--- config.mk ---
export PLATFORM = sky130hd
export DESIGN_NAME = fft_stage_sequencer_flat
export DESIGN_NICKNAME = d
export VERILOG_FILES = /design/src/rtl/fft_ctrl_pkg.sv /design/src/rtl/fft_stage_sequencer_if.sv /design/src/rtl/fft_wb_delay.sv /design/src/rtl/fft_stage_sequencer.sv /design/src/flat_wrapper.sv
export SDC_FILE = /design/constraint.sdc
export NUM_CORES = 1
export LEC_CHECK = 0
export CAP_MARGIN = 20
export CORE_MARGIN = 2
export CORE_UTILIZATION = 48
export CTS_CLUSTER_SIZE = 20
export DETAILED_ROUTE_END_ITERATION = 10
export PLACE_DENSITY = 0.89
export SETUP_SLACK_MARGIN = 0.2
export SLEW_MARGIN = 15
export SYNTH_ARGS = -nofsm -noshare
export SYNTH_HDL_FRONTEND = slang
export SYNTH_HIERARCHICAL = 1
export SYNTH_SLANG_ARGS = --single-unit
export TNS_END_PERCENT = 100
--- constraint.sdc ---
create_clock -name clk -period 1.85 [get_ports clk]
set_input_delay 0.2775 -clock clk [delete_from_list [all_inputs] [get_ports clk]]
set_output_delay 0.2775 -clock clk [all_outputs]
set_load 0.01 [all_outputs]
--- src/rtl/fft_ctrl_pkg.sv ---
// Shared types and width helpers for the radix-2 FFT stage sequencer and its bus.
package fft_ctrl_pkg;

  localparam int LOG2_NS_MIN = 3;
  localparam int LOG2_NS_MAX = 6;
  localparam int BF_LAT_MIN  = 1;
  localparam int BF_LAT_MAX  = 8;

  typedef enum logic [1:0] {
    ST_IDLE,
    ST_RUN,
    ST_DRAIN,
    ST_FIN
  } fsm_state_t;

  function automatic int stg_w(input int log2_ns);
    int w;
    w = $clog2(log2_ns);
    return (w < 1) ? 1 : w;
  endfunction

  function automatic int addr_w(input int log2_ns);
    return log2_ns;
  endfunction

  function automatic int tw_w(input int log2_ns);
    return log2_ns - 1;
  endfunction

  function automatic int cnt_w(input int bf_lat);
    return (bf_lat > 1) ? $clog2(bf_lat) : 1;
  endfunction

endpackage

--- src/rtl/fft_stage_sequencer_if.sv ---
// Host handshake, butterfly issue and write-back signals of the FFT stage sequencer.
interface fft_stage_sequencer_if #(
  parameter int LOG2_NS = 3
);
  import fft_ctrl_pkg::*;

  localparam int STG_W = stg_w(LOG2_NS);
  localparam int AW    = addr_w(LOG2_NS);
  localparam int TW_W  = tw_w(LOG2_NS);

  logic             start;
  logic             busy;
  logic             done;
  logic             bf_valid;
  logic             bf_ready;
  logic [AW-1:0]    addr_a;
  logic [AW-1:0]    addr_b;
  logic [TW_W-1:0]  tw_idx;
  logic [STG_W-1:0] stage;
  logic             wb_valid;
  logic [AW-1:0]    wb_addr_a;
  logic [AW-1:0]    wb_addr_b;

  modport master (
    input  start, bf_ready,
    output busy, done, bf_valid, addr_a, addr_b, tw_idx, stage,
           wb_valid, wb_addr_a, wb_addr_b
  );

  modport slave (
    output start, bf_ready,
    input  busy, done, bf_valid, addr_a, addr_b, tw_idx, stage,
           wb_valid, wb_addr_a, wb_addr_b
  );

endinterface

--- src/rtl/fft_wb_delay.sv ---
// Fixed-depth valid+payload shift register matching the butterfly pipeline latency.
module fft_wb_delay #(
  parameter int DEPTH = 2,
  parameter int W     = 8
) (
  input  logic         clk,
  input  logic         rst_n,
  input  logic         src_valid,
  input  logic [W-1:0] src_data,
  output logic         dly_valid,
  output logic [W-1:0] dly_data
);

  logic         vld_q  [DEPTH];
  logic [W-1:0] data_q [DEPTH];

  // NOTE: this is a short control pipeline, not a RAM, so every entry is reset;
  // stale valids after reset would fire spurious write-backs.
  always_ff @(posedge clk or negedge rst_n) begin
    if (!rst_n) begin
      for (int i = 0; i < DEPTH; i++) begin
        vld_q[i]  <= 1'b0;
        data_q[i] <= '0;
      end
    end else begin
      vld_q[0]  <= src_valid;
      data_q[0] <= src_data;
      for (int i = 1; i < DEPTH; i++) begin
        vld_q[i]  <= vld_q[i-1];
        data_q[i] <= data_q[i-1];
      end
    end
  end

  assign dly_valid = vld_q[DEPTH-1];
  assign dly_data  = data_q[DEPTH-1];

endmodule

--- src/rtl/fft_stage_sequencer.sv ---
// Schedules LOG2_NS stages of NS/2 in-place radix-2 DIT butterflies and their
// delayed write-back addresses.
module fft_stage_sequencer
  import fft_ctrl_pkg::*;
#(
  parameter int NB      = 10,
  parameter int LOG2_NS = 3,
  parameter int NS      = 1 << LOG2_NS,
  parameter int BF_LAT  = 2
) (
  input  logic                  clk,
  input  logic                  rst_n,
  fft_stage_sequencer_if.master bus
);

  localparam int STG_W = stg_w(LOG2_NS);
  localparam int AW    = addr_w(LOG2_NS);
  localparam int TW_W  = tw_w(LOG2_NS);
  localparam int K_W   = LOG2_NS - 1;
  localparam int CNT_W = cnt_w(BF_LAT);
  localparam logic [STG_W-1:0] LAST_STAGE = STG_W'(LOG2_NS - 1);

  if (NS != (1 << LOG2_NS) || NB < 1 ||
      LOG2_NS < LOG2_NS_MIN || LOG2_NS > LOG2_NS_MAX ||
      BF_LAT < BF_LAT_MIN || BF_LAT > BF_LAT_MAX) begin : g_bad_cfg
    $error("fft_stage_sequencer: illegal parameter combination");
  end

  fsm_state_t       state_q, state_d;
  logic [STG_W-1:0] stage_q, stage_d;
  logic [K_W-1:0]   k_q, k_d;
  logic [CNT_W-1:0] cnt_q, cnt_d;

  logic run, accept;
  assign run    = (state_q == ST_RUN);
  assign accept = run && bus.bf_ready;

  // NOTE: state registers use non-blocking assignments so every flop samples
  // pre-edge values regardless of process ordering.
  always_ff @(posedge clk or negedge rst_n) begin
    if (!rst_n) begin
      state_q <= ST_IDLE;
      stage_q <= '0;
      k_q     <= '0;
      cnt_q   <= '0;
    end else begin
      state_q <= state_d;
      stage_q <= stage_d;
      k_q     <= k_d;
      cnt_q   <= cnt_d;
    end
  end

  // NOTE: every next-state signal is defaulted to its current value first so
  // no path through the case leaves one unassigned and infers a latch.
  always_comb begin
    state_d = state_q;
    stage_d = stage_q;
    k_d     = k_q;
    cnt_d   = cnt_q;
    unique case (state_q)
      ST_IDLE: begin
        if (bus.start) begin
          state_d = ST_RUN;
          stage_d = '0;
          k_d     = '0;
        end
      end
      ST_RUN: begin
        if (bus.bf_ready) begin
          if (&k_q) begin
            state_d = ST_DRAIN;
            k_d     = '0;
            cnt_d   = CNT_W'(BF_LAT - 1);
          end else begin
            k_d = k_q + K_W'(1);
          end
        end
      end
      ST_DRAIN: begin
        // Wait out the butterfly pipeline so the next stage never reads in-flight data.
        if (cnt_q == '0) begin
          if (stage_q == LAST_STAGE) begin
            state_d = ST_FIN;
          end else begin
            state_d = ST_RUN;
            stage_d = stage_q + STG_W'(1);
          end
        end else begin
          cnt_d = cnt_q - CNT_W'(1);
        end
      end
      ST_FIN: begin
        state_d = ST_IDLE;
        stage_d = '0;
      end
      default: state_d = ST_IDLE;
    endcase
  end

  // Butterfly k of stage s: group k>>s spans 2<<s samples, pos is the offset inside it.
  logic [AW-1:0]    k_ext, half, pos, grp, addr_a_c, addr_b_c, tw_full;
  logic [STG_W-1:0] tw_shift;

  assign k_ext    = {1'b0, k_q};
  assign half     = AW'(1) << stage_q;
  assign pos      = k_ext & (half - AW'(1));
  assign grp      = k_ext >> stage_q;
  assign addr_a_c = ((grp << stage_q) << 1) | pos;
  assign addr_b_c = addr_a_c | half;
  assign tw_shift = LAST_STAGE - stage_q;
  assign tw_full  = pos << tw_shift;

  assign bus.busy     = run || (state_q == ST_DRAIN);
  assign bus.done     = (state_q == ST_FIN);
  assign bus.bf_valid = run;
  assign bus.addr_a   = run ? addr_a_c : '0;
  assign bus.addr_b   = run ? addr_b_c : '0;
  assign bus.tw_idx   = run ? tw_full[TW_W-1:0] : '0;
  assign bus.stage    = stage_q;

  logic [2*AW-1:0] wb_src, wb_dly;
  logic            wb_vld;

  assign wb_src = accept ? {addr_a_c, addr_b_c} : '0;

  fft_wb_delay #(
    .DEPTH (BF_LAT),
    .W     (2 * AW)
  ) u_wb_delay (
    .clk       (clk),
    .rst_n     (rst_n),
    .src_valid (accept),
    .src_data  (wb_src),
    .dly_valid (wb_vld),
    .dly_data  (wb_dly)
  );

  assign bus.wb_valid  = wb_vld;
  assign bus.wb_addr_a = wb_dly[2*AW-1:AW];
  assign bus.wb_addr_b = wb_dly[AW-1:0];

endmodule
--- src/flat_wrapper.sv ---
// flat-port wrapper written by rule: the top's interface ports become plain ports
module fft_stage_sequencer_flat import fft_ctrl_pkg::*;
#(
  parameter int NB      = 10,
  parameter int LOG2_NS = 3,
  parameter int NS      = 1 << LOG2_NS,
  parameter int BF_LAT  = 2
)
  (clk, rst_n, bus_start, bus_bf_ready, bus_busy, bus_done, bus_bf_valid, bus_addr_a, bus_addr_b, bus_tw_idx, bus_stage, bus_wb_valid, bus_wb_addr_a, bus_wb_addr_b);
  fft_stage_sequencer_if #(.LOG2_NS(LOG2_NS)) bus_i ();
  input  logic clk;
  input  logic rst_n;
  input wire logic [$bits(bus_i.start)-1:0] bus_start;
  input wire logic [$bits(bus_i.bf_ready)-1:0] bus_bf_ready;
  output wire logic [$bits(bus_i.busy)-1:0] bus_busy;
  output wire logic [$bits(bus_i.done)-1:0] bus_done;
  output wire logic [$bits(bus_i.bf_valid)-1:0] bus_bf_valid;
  output wire logic [$bits(bus_i.addr_a)-1:0] bus_addr_a;
  output wire logic [$bits(bus_i.addr_b)-1:0] bus_addr_b;
  output wire logic [$bits(bus_i.tw_idx)-1:0] bus_tw_idx;
  output wire logic [$bits(bus_i.stage)-1:0] bus_stage;
  output wire logic [$bits(bus_i.wb_valid)-1:0] bus_wb_valid;
  output wire logic [$bits(bus_i.wb_addr_a)-1:0] bus_wb_addr_a;
  output wire logic [$bits(bus_i.wb_addr_b)-1:0] bus_wb_addr_b;
  assign bus_i.start = bus_start;
  assign bus_i.bf_ready = bus_bf_ready;
  assign bus_busy = bus_i.busy;
  assign bus_done = bus_i.done;
  assign bus_bf_valid = bus_i.bf_valid;
  assign bus_addr_a = bus_i.addr_a;
  assign bus_addr_b = bus_i.addr_b;
  assign bus_tw_idx = bus_i.tw_idx;
  assign bus_stage = bus_i.stage;
  assign bus_wb_valid = bus_i.wb_valid;
  assign bus_wb_addr_a = bus_i.wb_addr_a;
  assign bus_wb_addr_b = bus_i.wb_addr_b;
  fft_stage_sequencer #(.NB(NB), .LOG2_NS(LOG2_NS), .NS(NS), .BF_LAT(BF_LAT)) u_core (.clk(clk), .rst_n(rst_n), .bus(bus_i));
endmodule
==> impl_metrics.toml, run 1 <==
[drt]
antenna_left = 0
drt-initial-drc-count = 32
routed_wirelength_um = 2880
viasPerCell = 5.50
vias = 935
drt-pass1-iter-count = 4
wl_per_cell_um = 16.9
drc_errors = 0

[synth]
ys_ff_latch = 21
synth_cell_type_count = 28
yosysWarnings = 6
yosysSeqAreaShare_pct = 49.6
syn-num-nets = 114
synth.avg_cell_area_um2 = 10.6
synth_cells = 100
synth_area_um2 = 1060

[global_route]
grt_use_total_pct = 22.0
grt_max_degree = 22
grt_pass1_vias = 917
grt_pass1_wl_um = 4080
overflow = 0
antenna_found_initial = 0

[layout]
fill_cells = 146
final_cell_mix = "20 x dfrtp_1, 16 x buf_4, 10 x clkdlybuf4s50_1, 8 x buf_2, 8 x buf_6"
layout-drive-gt1-share_pct = 40.8
n_antenna_cell = 0
final_common_cell = "dfrtp_1"
nets = 157
area.growth.synth_to_final_pct = 47.9

[clock_network]
clk_pin_slew_ns = 0.11
cts_buffer_depth = 2
cts_tree = "yes"
clkSinkCount = 21
clkLatencyLatePin_ns = 0.30
cts_buffers = 3
root_buffer = "clkbuf_4"
htreeDepth = 1

[floorplan]
io_pins = 24
fp.dieH_um = 51.0
initial_core_util_pct = 49.3
die_x_um = 51.0
fp.dieArea_um2 = 2600
rows = 17
core_area_um2 = 2150

[timing]
worstMarginPinSlew_ns = 0.306
fin_crit_sh_pct = 110
grt_setup_unrepaired = "yes"
finalSetupViolCount = 3
relSlewSlack_pct = 79.4
hold_violations = 0
skew_ns = 0.000831
drv_slew = 0
fin_crit_ns = 2.04
setup_slack_ns = -0.193
timing.fmax_mhz = 489

[place]
hpwl_um = 1690
gp_congestion = 0.846
place_ws_ns = -0.219
io_buffers = 23

[power_and_ir_drop]
ir_drop_mv = 1.12
p_leak_nw = 0.756
power_density_nw_per_um2 = 1620
power.total_w = 0.00254

[critical_path]
crit_type = "flop to output port"
end_kind = "output port"
arrival_ns = 1.77
critPathMaxFanout = 3
crit_family = "flip-flops"
worstPathCellList = "buf_6 > ha_4 > xnor2_4 > a32oi_2 > and2b_2 > nor2_2 > buf_2"
startpoint_type = "flop"
crit_slowest_cell = "dfrtp_2"
cpPeakStageDelay_ns = 0.42
crit_buf_inv = 2
cp.required_ns = 1.57

[worst_hold_path]
min_path_type = "primary input to asynchronous set/reset pin"

[job]
cap_violations = 0

[run_status]
status = "complete, but fails checks"
failed_checks = "setup timing"
[kinds of logic (layout without fill, tap and decap cells)]
| kind of cell | count (synthesis) | in the layout | share of synthesized area [%] |
|---|---|---|---|
| AOI/OAI and AO/OA | 19 | 19 | 12.4 |
| xor gates and xnor gates | 1 | 1 | 0.828 |
| adders and majority gates | 10 | 10 | 11.8 |
| buffers and inverters | 14 | 56 | 8.04 |
| DFF | 21 | 21 | 49.6 |
| muxes | 2 | 2 | 2.01 |
| and+or+nand+nor | 33 | 33 | 15.2 |
[cell usage after synthesis]
| library cell | count | area share (%) |
|---|---|---|
| nand3_1 | 3 | 1.4 |
| nand2_1 | 6 | 2.1 |
| inv_1 | 6 | 2.1 |
| buf_6 | 1 | 1.1 |
| ha_1 | 10 | 12 |
| buf_4 | 6 | 4.3 |
| a31oi_1 | 1 | 0.59 |
| o21ai_1 | 3 | 1.4 |
| o2111a_2 | 1 | 1.2 |
| mux2_2 | 1 | 1.1 |
| a22oi_1 | 2 | 1.4 |
| mux2i_1 | 1 | 0.95 |
| or2_0 | 1 | 0.59 |
| and3_1 | 1 | 0.59 |
| and2b_1 | 2 | 1.4 |
| a21oi_1 | 3 | 1.4 |
| o21ai_0 | 4 | 1.9 |
| nor2_1 | 10 | 3.5 |
| o22ai_1 | 1 | 0.59 |
| a32oi_2 | 1 | 1.5 |
| o31ai_1 | 1 | 0.71 |
| inv_4 | 1 | 0.59 |
| dfrtp_1 | 21 | 50 |
| nand2b_1 | 4 | 2.4 |
| xnor2_1 | 1 | 0.83 |
| nor3_1 | 3 | 1.4 |
| a22o_1 | 2 | 1.7 |
| and2_1 | 3 | 1.8 |
[state kept, by name, indices dropped and copies added (netlist names)]
signal,flops
u_core/k_q,2
u_core/cnt_q,1
u_core/u_wb_delay/dly_data,6
u_core/u_wb_delay/vld_q,1
u_core/bus.stage,2
u_core/u_wb_delay/data_q,6
u_core/u_wb_delay/dly_valid,1
u_core/state_q,2
[layout make-up]
cell class                      count  area (um2)  share of cell area (%)
Sequential cell                    21         527                    33.7
Timing Repair Buffer               45         382                    24.4
Multi-Input combinational cell     65         562                    35.9
Clock buffer                        4        26.3                    1.68
Inverter                            7        33.8                    2.16
Tap cell                           28        35.0                    2.24
[repair_timing]
item,4_1_cts,5_1_grt
hold buffers,0,0
pin swaps,5,3
endpoints found under the setup margin,13,12
buffers inserted,5,3
resized for setup,58,20
[per-layer routing]
metal	global-route usage, %	wire length [um]
met5	0	0
met2	39.8	1510
met4	16.7	109
met3	3.51	168
met1	22.5	1080
[where the power goes]
part | internal (W) | leakage, nW | switching, W
combinational | 0.000847 | 0.458 | 0.000814
sequential | 0.000570 | 0.282 | 0.0000906
clock | 0.0000841 | 0.0150 | 0.000132
[path summary, 6_finish.rpt]
path                                              from                       endpoint  slack [ns]  cells after the start
setup / recovery                   u_core/bus.stage[0]                  bus_addr_b[1]       -0.19                      7
hold / removal                                   rst_n              u_core/state_q[0]        0.31                      2
setup reg to reg                     u_core/state_q[0]            u_core/bus.stage[0]        0.27                      7
hold reg to reg            u_core/u_wb_delay/data_q[7]  u_core/u_wb_delay/dly_data[1]        0.36                      0
max in group asynchronous                        rst_n            u_core/bus.stage[0]        1.31                      2
min in group clk           u_core/u_wb_delay/data_q[7]  u_core/u_wb_delay/dly_data[1]        0.36                      0
[stage by stage]
stage	utilization, %	hold WS (ns)	std cells	setup TNS (ns)	area [um2]
after floorplan	-	-0.0181	100	0	1060
after global placement	64.1	0.332	158	-0.350	1380
after detailed placement	64.1	0.336	158	-0.678	1380
after CTS	68.1	0.315	167	-0.154	1460
after global routing	72.9	0.324	170	-0.661	1570
final	72.9	0.312	170	-0.477	1570
(Power assumes the default switching activity.)
==> run 2, diff against run 1 <==
--- a/config.mk
+++ b/config.mk
@@ -15,6 +15,5 @@
 export SLEW_MARGIN = 15
 export SYNTH_ARGS = -nofsm -noshare
 export SYNTH_HDL_FRONTEND = slang
-export SYNTH_HIERARCHICAL = 1
 export SYNTH_SLANG_ARGS = --single-unit
 export TNS_END_PERCENT = 100
==> run 2 against run 1 <==
- the flow now finishes without violations
- power down 9.5%
- cell count decreased by 2.9%
- critical path depth fell by 2
- sequential power is essentially flat
- global-route usage fell by 1.8 points
- first-iteration DRC count is 78% lower
- utilization up 2.1 points
- worst hold slack worse by 0.019 ns
- combinational power shrank 14%
- largest cell class is now flip-flops and latches
==> impl_metrics.toml, run 2 <==
[drt]
antenna_left = 0
drt-pass1-iter-count = 4
vias = 881
drc_errors = 0
drt-initial-drc-count = 7
routed_wirelength_um = 2370
viasPerCell = 5.34
wl_per_cell_um = 14.4

[layout]
final_common_cell = "dfrtp_1"
fill_cells = 126
nets = 151
final_cell_mix = "20 x dfrtp_1, 14 x buf_4, 11 x buf_6, 10 x clkdlybuf4s50_1, 8 x nand2_1"
area.growth.synth_to_final_pct = 43.5
layout-drive-gt1-share_pct = 41.3
n_antenna_cell = 0
fin_util_pct = 75.0

[power_and_ir_drop]
power.total_w = 0.00230
ir_drop_mv = 1.33
p_leak_nw = 0.724
power_density_nw_per_um2 = 1530

[worst_hold_path]
min_path_type = "primary input to asynchronous set/reset pin"

[synth]
synth_cell_type_count = 28
synth.avg_cell_area_um2 = 10.5
synth-edff-count = 0
async_flop_share_pct = 100
synth_most_common_cell = "dfrtp_1"
ys_ff_latch = 21
ys_top_cells_by_count = "21 x dfrtp_1, 9 x nand2_1, 8 x ha_1, 8 x inv_1, 8 x nor2_1"
ys_top_cells_by_area = "dfrtp_1 50%, ha_1 9.6%, buf_4 4.3%"
synth_area_um2 = 1050
synth_top_area_share_pct = 50.2
yosysWarnings = 0
synth_ff_type = "dfrtp_1"
syn-num-nets = 112
synth.largest_area_cell = "dfrtp_1"
synth_cells = 100
yosysSeqAreaShare_pct = 50.2

[timing]
tns_ns = 0
hold_violations = 0
relSlewSlack_pct = 80.1
timing.fmax_mhz = 546
grt_setup_unrepaired = "yes"
finalSetupViolCount = 0
fin_crit_sh_pct = 99.0
drv_slew = 0
skew_ns = 0.00418
fin_crit_ns = 1.83
worstMarginPinSlew_ns = 0.299

[global_route]
grt_max_degree = 22
antenna_found_initial = 0
overflow = 0
grt_pass1_wl_um = 3780
grt_pass1_vias = 835
grt_use_total_pct = 20.3

[clock_network]
cts_buffer_depth = 2
root_buffer = "clkbuf_4"
cts_tree = "yes"
clk_pin_slew_ns = 0.11
clkLatencyLatePin_ns = 0.31
htreeDepth = 1
clkSinkCount = 21
cts_buffers = 3

[critical_path]
arrival_ns = 1.55
crit_top_cell = "buf_6"
crit_type = "flop to output port"
startpoint_type = "flop"
crit_family = "compound AO/OA/AOI/OAI gates"
end_kind = "output port"
crit_slowest_cell = "dfrtp_1"
cpPeakStageDelay_ns = 0.40
critPathMaxFanout = 9
worstPathCellList = "buf_4 > buf_6 > a22o_1 > o21a_1 > buf_6"
cp.required_ns = 1.57
crit_buf_inv = 3

[floorplan]
fp.dieArea_um2 = 2570
die_x_um = 50.7
initial_core_util_pct = 52.2
io_pins = 24
core_area_um2 = 2000
rows = 16
fp.dieH_um = 50.7

[place]
hpwl_um = 1590
gp_congestion = 0.810
io_buffers = 23

[run_status]
status = "complete, no violations"

[job]
cap_violations = 0
==> run 2: final cells by class <==
cell class | count | area [um2] | share of cell area [%]
multi-input combinational | 61 | 500 | 33.3
sequential | 21 | 527 | 35.1
timing repair buffer | 44 | 382 | 25.4
inverter | 8 | 32.5 | 2.17
tap | 27 | 33.8 | 2.25
clock buffer | 4 | 26.3 | 1.75
==> run 2: power breakdown <==
group / internal (W) / total (W) / switching (W)
combinational: 0.000764 / 0.00142 / 0.000656
clock: 0.0000845 / 0.000221 / 0.000136
sequential: 0.000568 / 0.000657 / 0.0000887
==> run 2: path summary, 6_finish.rpt <==
| path | end | slack (ns) | depth (start not counted) | start |
|---|---|---|---|---|
| max in group asynchronous | u_core.bus.stage[0] | 1.33 | 2 | rst_n |
| max reg2reg | u_core.state_q[0] | 0.27 | 6 | u_core.state_q[0] |
| max | bus_addr_b[1] | 0.02 | 5 | u_core.bus.stage[1] |
| min reg2reg | u_core.u_wb_delay.dly_data[0] | 0.36 | 0 | u_core.u_wb_delay.data_q[6] |
| min in group clk | u_core.u_wb_delay.dly_data[0] | 0.36 | 0 | u_core.u_wb_delay.data_q[6] |
| min | u_core.u_wb_delay.dly_data[2] | 0.29 | 2 | rst_n |
==> run 2: through the flow <==
step / instances / hold slack (ns) / instance area [um2] / setup WS (ns)
CTS: 160 / 0.311 / 1390 / 0.0530
detailed placement: 153 / 0.335 / 1340 / -0.0708
global placement: 153 / 0.333 / 1340 / -0.0210
global route: 165 / 0.321 / 1500 / -0.0352
finish: 165 / 0.294 / 1500 / 0.0181
floorplan: 100 / -0.0181 / 1050 / 0.223
==> run 2: repair_timing <==
item,4_1_cts,5_1_grt
setup endpoints to repair,12,13
hold buffers,0,0
cloned,0,0
pin swaps,5,4
setup buffers,3,5
gates resized for setup,58,23
==> run 2: logic make-up (layout without fill, tap and decap cells) <==
family	Yosys count	in the layout	share of synthesized area, %
compound gates	18	18	12.8
fa+ha+maj	8	8	9.57
buf+inv	18	56	9.69
flops	21	21	50.2
mux	2	2	1.91
simple gates	33	33	15.8
==> run 2: per-layer routing <==
metal / routed length (um) / part of all wire (%) / track usage, %
met5: 0 / 0 / 0
met4: 75 / 3.2 / 9.46
met3: 101 / 4.3 / 3.87
met2: 1250 / 53 / 36.8
met1: 942 / 40 / 22.5
==> run 3, diff against run 2 <==
--- a/config.mk
+++ b/config.mk
@@ -15,5 +15,6 @@
 export SLEW_MARGIN = 15
 export SYNTH_ARGS = -nofsm -noshare
 export SYNTH_HDL_FRONTEND = slang
+export SYNTH_HIERARCHICAL = 1
 export SYNTH_SLANG_ARGS = --single-unit
 export TNS_END_PERCENT = 100
==> results of run 3 <==
No change in the layout: final DEF, timing and power equal those of run 1.
